### src/rtl/usb_rx_decoder_if.sv
// Line-side inputs and byte-side outputs of the USB full-speed receive front end.
// The decoder is the slave. The line driver and packet consumer is the master.
interface usb_rx_decoder_if;
    logic       dplus_in;
    logic       dminus_in;
    logic [7:0] rx_data;
    logic       rx_byte_valid;
    logic       rx_active;
    logic       eop;
    logic       rx_error;

    modport master (
        output dplus_in, dminus_in,
        input  rx_data, rx_byte_valid, rx_active, eop, rx_error
    );

    modport slave (
        input  dplus_in, dminus_in,
        output rx_data, rx_byte_valid, rx_active, eop, rx_error
    );
endinterface

### src/rtl/usb_rx_decoder.sv
// USB full-speed receive decoder. It synchronises the lines, recovers bit timing from D+ edges,
// decodes NRZI, checks SYNC, removes stuffed bits and detects EOP. clk runs at 8x the bit rate.
module usb_rx_decoder (
    input  logic             clk,
    input  logic             n_rst,
    usb_rx_decoder_if.slave  bus
);
    typedef enum logic [2:0] {S_IDLE, S_SYNC, S_RECV, S_EOP1, S_EOP2, S_ERR} state_t;

    state_t     r_state;
    logic       r_dp_s1, r_dp_s2, r_dp_d, r_dm_s1, r_dm_s2;
    logic [2:0] r_cnt;
    logic       r_prev;
    logic [7:0] r_shift;
    logic [2:0] r_ones;
    logic [2:0] r_bit_idx;
    logic       r_err_se0;
    logic [7:0] r_data;
    logic       r_byte_valid, r_active, r_eop, r_error;

    logic       w_edge, w_fall, w_sample, w_se0, w_j, w_both1, w_bit;
    logic [7:0] w_shift_nx;

    assign w_edge     = r_dp_s2 ^ r_dp_d;
    assign w_fall     = w_edge & ~r_dp_s2;
    // NOTE: a sample cycle that coincides with an edge is dropped, because the bit timer restarts there.
    assign w_sample   = (r_cnt == 3'd3) & ~w_edge;
    assign w_se0      = ~r_dp_s2 & ~r_dm_s2;
    assign w_j        =  r_dp_s2 & ~r_dm_s2;
    assign w_both1    =  r_dp_s2 &  r_dm_s2;
    assign w_bit      = (r_dp_s2 == r_prev);
    assign w_shift_nx = {w_bit, r_shift[7:1]};

    always_ff @(posedge clk or negedge n_rst) begin
        if (!n_rst) begin
            r_dp_s1 <= 1'b1;
            r_dp_s2 <= 1'b1;
            r_dp_d  <= 1'b1;
            r_dm_s1 <= 1'b0;
            r_dm_s2 <= 1'b0;
            r_cnt   <= 3'd0;
        end else begin
            r_dp_s1 <= bus.dplus_in;
            r_dp_s2 <= r_dp_s1;
            r_dp_d  <= r_dp_s2;
            r_dm_s1 <= bus.dminus_in;
            r_dm_s2 <= r_dm_s1;
            r_cnt   <= w_edge ? 3'd0 : r_cnt + 3'd1;
        end
    end

    always_ff @(posedge clk or negedge n_rst) begin
        if (!n_rst) begin
            r_state      <= S_IDLE;
            r_prev       <= 1'b1;
            r_shift      <= 8'h00;
            r_ones       <= 3'd0;
            r_bit_idx    <= 3'd0;
            r_err_se0    <= 1'b0;
            r_data       <= 8'h00;
            r_byte_valid <= 1'b0;
            r_active     <= 1'b0;
            r_eop        <= 1'b0;
            r_error      <= 1'b0;
        end else begin
            // NOTE: the strobes default low in every cycle, so each pulse lasts exactly one clock.
            r_byte_valid <= 1'b0;
            r_eop        <= 1'b0;
            if (w_sample && !w_se0)
                r_prev <= r_dp_s2;

            case (r_state)
                S_IDLE: begin
                    if (w_fall) begin
                        r_state   <= S_SYNC;
                        r_error   <= 1'b0;
                        r_active  <= 1'b1;
                        r_bit_idx <= 3'd0;
                    end
                end
                S_SYNC: begin
                    if (w_sample) begin
                        if (w_se0 || w_both1 || (w_bit != (r_bit_idx == 3'd7))) begin
                            r_state <= S_ERR;
                            r_error <= 1'b1;
                        end else if (r_bit_idx == 3'd7) begin
                            r_state   <= S_RECV;
                            r_ones    <= 3'd1;
                            r_bit_idx <= 3'd0;
                        end else begin
                            r_bit_idx <= r_bit_idx + 3'd1;
                        end
                    end
                end
                S_RECV: begin
                    if (w_sample) begin
                        if (w_both1 || (w_se0 && r_bit_idx != 3'd0) || (!w_se0 && r_ones == 3'd6 && w_bit)) begin
                            r_state <= S_ERR;
                            r_error <= 1'b1;
                        end else if (w_se0) begin
                            r_state <= S_EOP1;
                        end else if (r_ones == 3'd6) begin
                            r_ones <= 3'd0;
                        end else begin
                            r_shift   <= w_shift_nx;
                            r_ones    <= w_bit ? r_ones + 3'd1 : 3'd0;
                            r_bit_idx <= r_bit_idx + 3'd1;
                            if (r_bit_idx == 3'd7) begin
                                r_data       <= w_shift_nx;
                                r_byte_valid <= 1'b1;
                            end
                        end
                    end
                end
                S_EOP1: begin
                    if (w_sample) begin
                        if (w_se0) begin
                            r_state <= S_EOP2;
                        end else begin
                            r_state <= S_ERR;
                            r_error <= 1'b1;
                        end
                    end
                end
                S_EOP2: begin
                    if (w_sample) begin
                        if (w_j) begin
                            r_state  <= S_IDLE;
                            r_eop    <= 1'b1;
                            r_active <= 1'b0;
                            r_prev   <= 1'b1;
                        end else begin
                            r_state <= S_ERR;
                            r_error <= 1'b1;
                        end
                    end
                end
                S_ERR: begin
                    r_error <= 1'b1;
                    // Leave only after an SE0 sample is followed directly by a J sample.
                    if (w_sample) begin
                        if (w_se0) begin
                            r_err_se0 <= 1'b1;
                        end else if (w_j && r_err_se0) begin
                            r_state   <= S_IDLE;
                            r_active  <= 1'b0;
                            r_err_se0 <= 1'b0;
                        end else begin
                            r_err_se0 <= 1'b0;
                        end
                    end
                end
                default: r_state <= S_IDLE;
            endcase
        end
    end

    assign bus.rx_data       = r_data;
    assign bus.rx_byte_valid = r_byte_valid;
    assign bus.rx_active     = r_active;
    assign bus.eop           = r_eop;
    assign bus.rx_error      = r_error;
endmodule

### src/flat_wrapper.sv
// flat-port wrapper written by rule: the top's interface ports become plain ports
module usb_rx_decoder_flat 
  (clk, n_rst, bus_dplus_in, bus_dminus_in, bus_rx_data, bus_rx_byte_valid, bus_rx_active, bus_eop, bus_rx_error);
  usb_rx_decoder_if bus_i ();
  input  logic clk;
  input  logic n_rst;
  input wire logic [$bits(bus_i.dplus_in)-1:0] bus_dplus_in;
  input wire logic [$bits(bus_i.dminus_in)-1:0] bus_dminus_in;
  output wire logic [$bits(bus_i.rx_data)-1:0] bus_rx_data;
  output wire logic [$bits(bus_i.rx_byte_valid)-1:0] bus_rx_byte_valid;
  output wire logic [$bits(bus_i.rx_active)-1:0] bus_rx_active;
  output wire logic [$bits(bus_i.eop)-1:0] bus_eop;
  output wire logic [$bits(bus_i.rx_error)-1:0] bus_rx_error;
  assign bus_i.dplus_in = bus_dplus_in;
  assign bus_i.dminus_in = bus_dminus_in;
  assign bus_rx_data = bus_i.rx_data;
  assign bus_rx_byte_valid = bus_i.rx_byte_valid;
  assign bus_rx_active = bus_i.rx_active;
  assign bus_eop = bus_i.eop;
  assign bus_rx_error = bus_i.rx_error;
  usb_rx_decoder u_core (.clk(clk), .n_rst(n_rst), .bus(bus_i));
endmodule
### config.mk
export PLATFORM = sky130hd
export DESIGN_NAME = usb_rx_decoder_flat
export DESIGN_NICKNAME = d
export VERILOG_FILES = /design/src/rtl/usb_rx_decoder_if.sv /design/src/rtl/usb_rx_decoder.sv /design/src/flat_wrapper.sv
export SDC_FILE = /design/constraint.sdc
export NUM_CORES = 1
export LEC_CHECK = 0
export CORE_ASPECT_RATIO = 0.75
export CORE_UTILIZATION = 44
export DETAILED_ROUTE_END_ITERATION = 10
export PLACE_DENSITY = 0.7
export SKIP_CTS_REPAIR_TIMING = 1
export SLEW_MARGIN = 5
export SYNTH_ARGS = -nofsm -noshare
export SYNTH_HDL_FRONTEND = slang
export SYNTH_SLANG_ARGS = --single-unit
### constraint.sdc
create_clock -name clk -period 5.9 [get_ports clk]
set_clock_uncertainty 0.15 [all_clocks]
set_input_delay 1.18 -clock clk [delete_from_list [all_inputs] [get_ports clk]]
set_output_delay 1.18 -clock clk [all_outputs]
set_load 0.01 [all_outputs]
After elaboration in Yosys (flattened, before gate mapping)
Cells that the tools add are included.
- mux-type cells: 65
- reduce and logical (&&, ||, !) cells: 24
- equal/unequal tests: 30
- $add $sub $neg: 3
- bitwise gates (word level): 12
- operator list (kind ; number):
    3-bit 2-to-1 mux ; 30
    1-bit 2-to-1 mux ; 30
    2-bit by 1-bit inequality test with 1-bit output, second input constant ; 11
    10-bit AND reduction ; 2
    3-bit one-hot mux with 6 select lines ; 1
    2-bit inequality test, second input constant ; 7
    7-bit AND reduction ; 2
    3-bit == test, second input constant ; 4
    3-bit by 1-bit adder with 3-bit output, second input constant ; 3
    3-bit by 2-bit == test with 1-bit output, second input constant ; 3
    3-bit one-hot mux with 3 select lines ; 1
    3-bit nonzero test ; 3
    8-bit AND reduction ; 1
    3-bit by 1-bit inequality test with 1-bit output, second input constant ; 2
    1-bit NOT ; 6
    1-bit one-hot mux with 6 select lines ; 1
    3-bit one-hot mux with 2 select lines ; 1
    6-bit AND reduction ; 1
    6-bit nonzero test ; 1
    1-bit AND ; 5
    1-bit logical AND ; 5
    5-bit AND reduction ; 1
    1-bit logical OR ; 4
    3-bit by 1-bit == test with 1-bit output, second input constant ; 1
    8 further kinds ; 8
- word-level logic and storage cells: 151
- bits of input ports: 4
- output and inout port bits: 12
- flip-flop bits (word level): 39

Longest topological paths before layout
Gate-level depths: netlist of run 1.
- depth after elaboration: 9
- gate-level depth with buffers: 7
- mapped depth without buffers: 7

Worst setup path after synthesis of run 1
Ideal clock, no wire load.
- path kind: register -> register
- start: reg u_core.r_dp_s2
- end: reg u_core.r_data[7], in the netlist u_core.bus.rx_data[7]
- library setup time: 128 ps
- setup slack: 3340 ps
- arrival time: 2282 ps
- path buffers: 0
- clock period less this slack: 2560 ps
- stages on the path, launching flop included: 8
- data required time: 5622 ps
- cell sequence: dfstp_2 -> inv_1 -> ha_1 -> nand2_1 -> a21oi_1 -> nand2_1 -> nor4b_4 -> mux2_1
- word-level cells in the longest chain between the ends: 8
- elaborated cells on any way between the ends: 16
- those cells by class: eq/ne (1); bitwise (8); reduce/logical (7)
- ends and longest elaborated chain (item ; line ; source):
    start, declared ; usb_rx_decoder.sv:11 ; logic r_dp_s1, r_dp_s2, r_dp_d, r_dm_s1, r_dm_s2;
    start signal, assigned ; usb_rx_decoder.sv:44 ; r_dp_s2 <= r_dp_s1;
    1-bit NOT ; usb_rx_decoder.sv:28 ; assign w_se0 = ~r_dp_s2 & ~r_dm_s2;
    1-bit AND ; usb_rx_decoder.sv:28 ;
    1-bit logical NOT ; usb_rx_decoder.sv:97 ; if (w_both1 || (w_se0 && r_bit_idx != 3'd0) || (!w_se0 && r_ones == 3'd6 && w_bit)) begin
    1-bit logical AND (2 in a row) ; usb_rx_decoder.sv:97 ;
    1-bit logical OR ; usb_rx_decoder.sv:97 ;
    1-bit NOT (no line) ; n/a ;
    6-bit AND reduction (no line) ; n/a ;
    end signal, assigned ; usb_rx_decoder.sv:109 ; r_data <= w_shift_nx;
    end, declared ; usb_rx_decoder.sv:18 ; logic [7:0] r_data;
Parallel ways exist; a longest one is shown, timed or not.
A chain may end at the register's enable or synchronous reset.

Worst setup path in the final report of run 1
- start: reg u_core.r_dp_s2
- end: reg u_core.r_data[2], in the netlist u_core.bus.rx_data[2]
- word-level cells in the longest chain between the ends: 8
- elaborated cells on any way between the ends: 16
- those cells by class: eq/ne (1); bitwise (8); reduce/logical (7)
- ends and longest elaborated chain (item ; line):
    1-bit NOT ; usb_rx_decoder.sv:28
    1-bit AND ; usb_rx_decoder.sv:28
    1-bit logical NOT ; usb_rx_decoder.sv:97
    1-bit logical AND (2 in a row) ; usb_rx_decoder.sv:97
    1-bit logical OR ; usb_rx_decoder.sv:97
    1-bit NOT (no line) ; n/a
    6-bit AND reduction (no line) * ; n/a
Every way passes the cells marked *; elsewhere a longest branch is shown, timed or not.

==> results of run 1 <==
## sequential cells by signal, indices dropped and copies added, names as in the netlist, 3 cells and up
name / cells
u_core.r_shift: 7
u_core.r_bit_idx: 3
u_core.r_state: 3
u_core.r_cnt: 3
u_core.bus.rx_data: 8
u_core.r_ones: 3
## cell usage after synthesis, types with 2 or more instances
cell,instances
nor3_1,4
o21ai_1,2
ha_1,12
mux2_4,3
buf_2,2
inv_1,11
a21oi_1,7
mux2_2,6
clkbuf_1,2
dfstp_2,4
o32a_1,2
and2_1,2
nor2b_1,6
o21ai_0,5
o22ai_1,2
nand2b_1,5
mux2_1,10
nand2_1,9
mux2i_1,4
a31oi_1,3
nor2_1,15
dfrtp_1,34
nand4b_1,2
## power breakdown
| part | internal (mW) | switching [mW] |
|---|---|---|
| Combinational | 0.110 | 0.121 |
| Clock | 0.0939 | 0.0958 |
| Sequential | 0.294 | 0.0522 |
## worst paths after layout
check	start	to	slack (ns)	depth (start not counted)
max in group asynchronous	n_rst	u_core.r_bit_idx[0]$_DFFE_PN0P_	4.26	1
min in group asynchronous	n_rst	u_core.bus.rx_active$_DFFE_PN0P_	0.83	1
hold reg to reg	u_core.r_dm_s1$_DFF_PN0_	u_core.r_dm_s2$_DFF_PN0_	0.21	0
hold / removal	u_core.r_dm_s1$_DFF_PN0_	u_core.r_dm_s2$_DFF_PN0_	0.21	0
setup / recovery	u_core.r_dp_s2$_DFF_PN1_	u_core.bus.rx_data[2]$_DFFE_PN0P_	2.96	7
setup reg to reg	u_core.r_dp_s2$_DFF_PN1_	u_core.bus.rx_data[2]$_DFFE_PN0P_	2.96	7
## critical path, cell delays in order (launching register included)
cell and delay (ns):
dfstp_2 0.61, inv_1 0.12, ha_1 0.35, nand2_1 0.23
a21oi_1 0.27, nand2_1 0.13, nor4b_4 0.59, mux2_1 0.38
## layer usage
| layer | GRT usage | share of wire | routed length, microns | vias to the layer above |
|---|---|---|---|---|
| li1 | - | - | - | 657 |
| met1 | 0.272 | 0.51 | 2020 | 699 |
| met2 | 0.273 | 0.41 | 1650 | 56 |
| met3 | 0.0641 | 0.067 | 265 | 8 |
| met4 | 0.0753 | 0.011 | 45 | 0 |
| met5 | 0 | 0 | 0 | - |
## cells by family after synthesis
family | Yosys count | synth area share
simple gates | 50 | 0.142
flops | 38 | 0.487
compound gates | 33 | 0.117
mux | 23 | 0.135
buf+inv | 15 | 0.0299
fa+ha+maj | 12 | 0.0764
xor+xnor | 2 | 0.0127
## cell type report
cell class              instances  share of cell area
repair buffers                 15              0.0643
clock inverters                 2             0.00555
multi-input cells             120               0.421
flip-flops and latches         38               0.424
clock buffers                   6              0.0366
inverters                      11              0.0183
well taps                      55              0.0305
## through the flow
| step | setup WS [ns] | cell area [sq um] |
|---|---|---|
| CTS | 2.98 | 2260 |
| global route | 2.81 | 2260 |
| finish | 2.96 | 2260 |
| global placement | 3.13 | 2160 |
| detailed placement | 3.00 | 2160 |
| floorplan | 3.34 | 1960 |
==> impl_metrics.tcl, run 1 <==
set metrics [dict create \
    grt_first_pass_wirelength_microns 6650 \
    syn-cell-area_sq_mm 0.00196 \
    maxSlewHeadroom 0.452 \
    synth.top_cells.by_area "dfrtp_1 (43%), ha_1 (7.6%), mux2_1 (5.7%), dfstp_2 (5.4%), mux2_2 (3.4%)" \
    setup_violations 0 \
    nNetsFinal 207 \
    rows 20 \
    required_ns 5.93 \
    drive_gt1_frac 0.135 \
    cp.arrival_ns 2.97 \
    routed_wl_microns 3980 \
    vdd_drop_max_uv 162 \
    grt_max_degree 39 \
    synth_top_cell_area_share 0.433 \
    clkTransAtPathRegs_ns 0.08 \
    final_common_cell "dfrtp_1" \
    ff_latch_area_sq_um 956 \
    synth_ff_type "dfrtp_1" \
    synth-async-reset-ratio 1.00 \
    multi_input_area_sq_um 950 \
    finalSetupTns_ns 0 \
    path_class "flip-flop to flip-flop" \
    overflow 0 \
    n_antenna_cell 0 \
    tightest_slew_ns 0.822 \
    post-route-util 0.543 \
    synth_nets 189 \
    yosysSeqAreaShare 0.487 \
    synth.distinct_cells 44 \
    cts_made_buffers 5 \
    h-tree-depth 2 \
    period_share 0.498 \
    route.vias.total 1420 \
    insertion_delay_ns 0.29 \
    start_util 0.473 \
    maxCapViolCount 0 \
    numClockSinks 38 \
    drt_iter0_drc 104 \
    final_cell_count_no_fill 247 \
    io_pins 16 \
    final.min_clock_period_ns 2.94 \
    report.final.slew_viol_count 0 \
    max_freq_mhz 340 \
    drtPass1Iterations 5 \
    yosys_warnings 0 \
    die_h_microns 59.9 \
    avgViaCountPerCell 5.75 \
    most-common-layout-cells "dfrtp_1 (34), nor2_1 (15), clkdlybuf4s50_1 (14)" \
    ant_nets 0 \
    port_buffers 15 \
    syn_to_final_growth_pct 14.8 \
    hold_path_class "flip-flop to flip-flop" \
    leakagePower_nw 1.06 \
    grt_pass1_vias 1361 \
    worstPathMaxFanout 10 \
    power_mw 0.768 \
    cts_buffer_depth 2 \
    fin_hold_ws_ns 0.208 \
    hpwl_microns 3000 \
    wl_per_cell_microns 16.1 \
    cp-start-kind "flip-flop" \
    grtUsageTotal 0.193 \
    synth_edf_count 0 \
    route.detailed.drc 0 \
    core_area_sq_mm 0.00415 \
    pwr_density_cell_mw_per_mm2 340 \
    placedCellCount 239 \
    synth.avg_cell_area_sq_um 11.4 \
    die_area_sq_mm 0.00474 \
    hold_violations 0 \
    syn_inst 173 \
    ys_ff_latch 38 \
    fillerInstances 387 \
    outcome "finished clean" \
    cts_tree "done" \
    gp_congestion 0.838 \
    netlist.top_cell.by_area "dfrtp_1" \
    die_w_microns 79.2 \
    clockRootBuffer "clkbuf_8" \
    antenna_found_initial 0 \
    grt_setup_unrepaired "false" \
    end_kind "flip-flop" \
]
No activity file was read; power rests on OpenSTA's default activity.
==> run 2, diff against run 1 <==
PLACE_DENSITY = 0.73   (was 0.7)
clock period = 2.4 ns   (was 5.9 ns; I/O delays follow)
==> impl_metrics.tcl, run 2 (synthesis results as in run 1) <==
set metrics [dict create \
    leakagePower_nw 1.16 \
    pwr_density_cell_mw_per_mm2 804 \
    wl_per_cell_microns 16.1 \
    most-common-layout-cells "dfrtp_1 (34), buf_4 (16), nor2_1 (15)" \
    hpwl_microns 3140 \
    largest_reg_flops 8 \
    die_w_microns 79.2 \
    start_util 0.473 \
    path_class "flip-flop to flip-flop" \
    io_pins 16 \
    power_switching_mw 0.686 \
    grtUsageTotal 0.203 \
    numClockSinks 38 \
    nNetsFinal 224 \
    ant_nets 0 \
    finalSetupTns_ns 0 \
    maxCapViolCount 0 \
    final.min_clock_period_ns 2.34 \
    final_common_cell "dfrtp_1" \
    maxSlewHeadroom 0.466 \
    p_comb_frac 0.378 \
    core_area_sq_mm 0.00415 \
    grt_max_degree 39 \
    die_h_microns 59.9 \
    drt_iter0_drc 55 \
    vdd_drop_max_uv 409 \
    cp.arrival_ns 2.37 \
    fillerInstances 366 \
    die_area_sq_mm 0.00474 \
    port_buffers 15 \
    sw_frac_of_total 0.349 \
    grt_first_pass_wirelength_microns 7060 \
    overflow 0 \
    intPower_mw 1.28 \
    n_antenna_cell 0 \
    route.detailed.drc 0 \
    route.vias.total 1416 \
    cts_buffer_depth 2 \
    clockRootBuffer "clkbuf_8" \
    drtPass1Iterations 4 \
    clkTransAtPathRegs_ns 0.08 \
    report.final.slew_viol_count 0 \
    insertion_delay_ns 0.30 \
    avgViaCountPerCell 5.36 \
    hold_violations 0 \
    drive_gt1_frac 0.244 \
    max_freq_mhz 428 \
    routed_wl_microns 4240 \
    outcome "finished clean" \
    cts_tree "done" \
    clkPwrFrac 0.218 \
    rows 20 \
    worstPathMaxFanout 4 \
    grt_pass1_vias 1518 \
    period_share 0.974 \
    antenna_found_initial 0 \
    setup_violations 0 \
    hold_path_class "input pin to async pin" \
    syn_to_final_growth_pct 24.3 \
    cts_made_buffers 5 \
    required_ns 2.43 \
    gp_congestion 0.894 \
    h-tree-depth 2 \
    cp-start-kind "flip-flop" \
    fin_hold_ws_ns 0.113 \
    pwr-share-seq 0.404 \
    tightest_slew_ns 0.801 \
    end_kind "flip-flop" \
]
run 2: final timing paths:
check,from,depth (start not counted),endpoint,slack [ns]
max,u_core.r_dp_s2$_DFF_PN1_,7,u_core.r_state[0]$_DFFE_PN0P_,0.06
min,n_rst,1,u_core.r_shift[2]$_DFFE_PN0P_,0.11
max reg2reg,u_core.r_dp_s2$_DFF_PN1_,7,u_core.r_state[0]$_DFFE_PN0P_,0.06
min reg2reg,u_core.r_dp_s1$_DFF_PN1_,0,u_core.r_dp_s2$_DFF_PN1_,0.20
max in group asynchronous,n_rst,1,u_core.r_dm_s1$_DFF_PN0_,1.48
min in group clk,u_core.r_dp_s1$_DFF_PN1_,0,u_core.r_dp_s2$_DFF_PN1_,0.20
run 2: through the flow:
stage | setup WS (ns) | instances | power [mW] | area [sq um] | util
after floorplan | 0.000293 | 173 | 1.27 | 1980 | -
after global placement | 0.0408 | 255 | 1.47 | 2300 | 0.554
after detailed placement | 0.0271 | 255 | 1.49 | 2300 | 0.554
after CTS | 0.0104 | 263 | 1.93 | 2390 | 0.574
after global routing | -0.0265 | 264 | 2.10 | 2440 | 0.588
final | 0.0618 | 264 | 1.96 | 2440 | 0.588
run 2: power groups by stage:
stage	Sequential (mW)	Combinational [mW]	Clock (mW)
2_1_floorplan	0.781	0.492	0
3_3_place_gp	0.795	0.673	0
3_5_place_dp	0.801	0.691	0
5_1_grt	0.804	0.823	0.473
6_report	0.793	0.742	0.428
4_1_cts	0.789	0.698	0.442
run 2: final cells by class:
cell class	count	area (sq um)	share of cell area
multi-input combinational	120	1010	0.415
sequential	38	956	0.392
timing repair buffer	32	277	0.113
clock buffer	6	72.6	0.0297
tap	55	68.8	0.0282
inverter	11	41.3	0.0169
clock inverter	2	13.8	0.00564
run 2: worst max-delay path, cell delays in order (launching register included):
cell and delay, ns:
dfstp_2 0.54, inv_2 0.06, ha_2 0.20, nand3b_1 0.19, a21oi_2 0.16, nor2_1 0.06, or4_4 0.57, mux2_4 0.31
run 2: metal layers:
metal / routed length, microns / track usage / vias to the layer above
met4: 70 / 0.0753 / 0
met3: 239 / 0.0611 / 7
li1: - / - / 683
met2: 2000 / 0.328 / 35
met5: 0 / 0 / -
met1: 1930 / 0.261 / 691
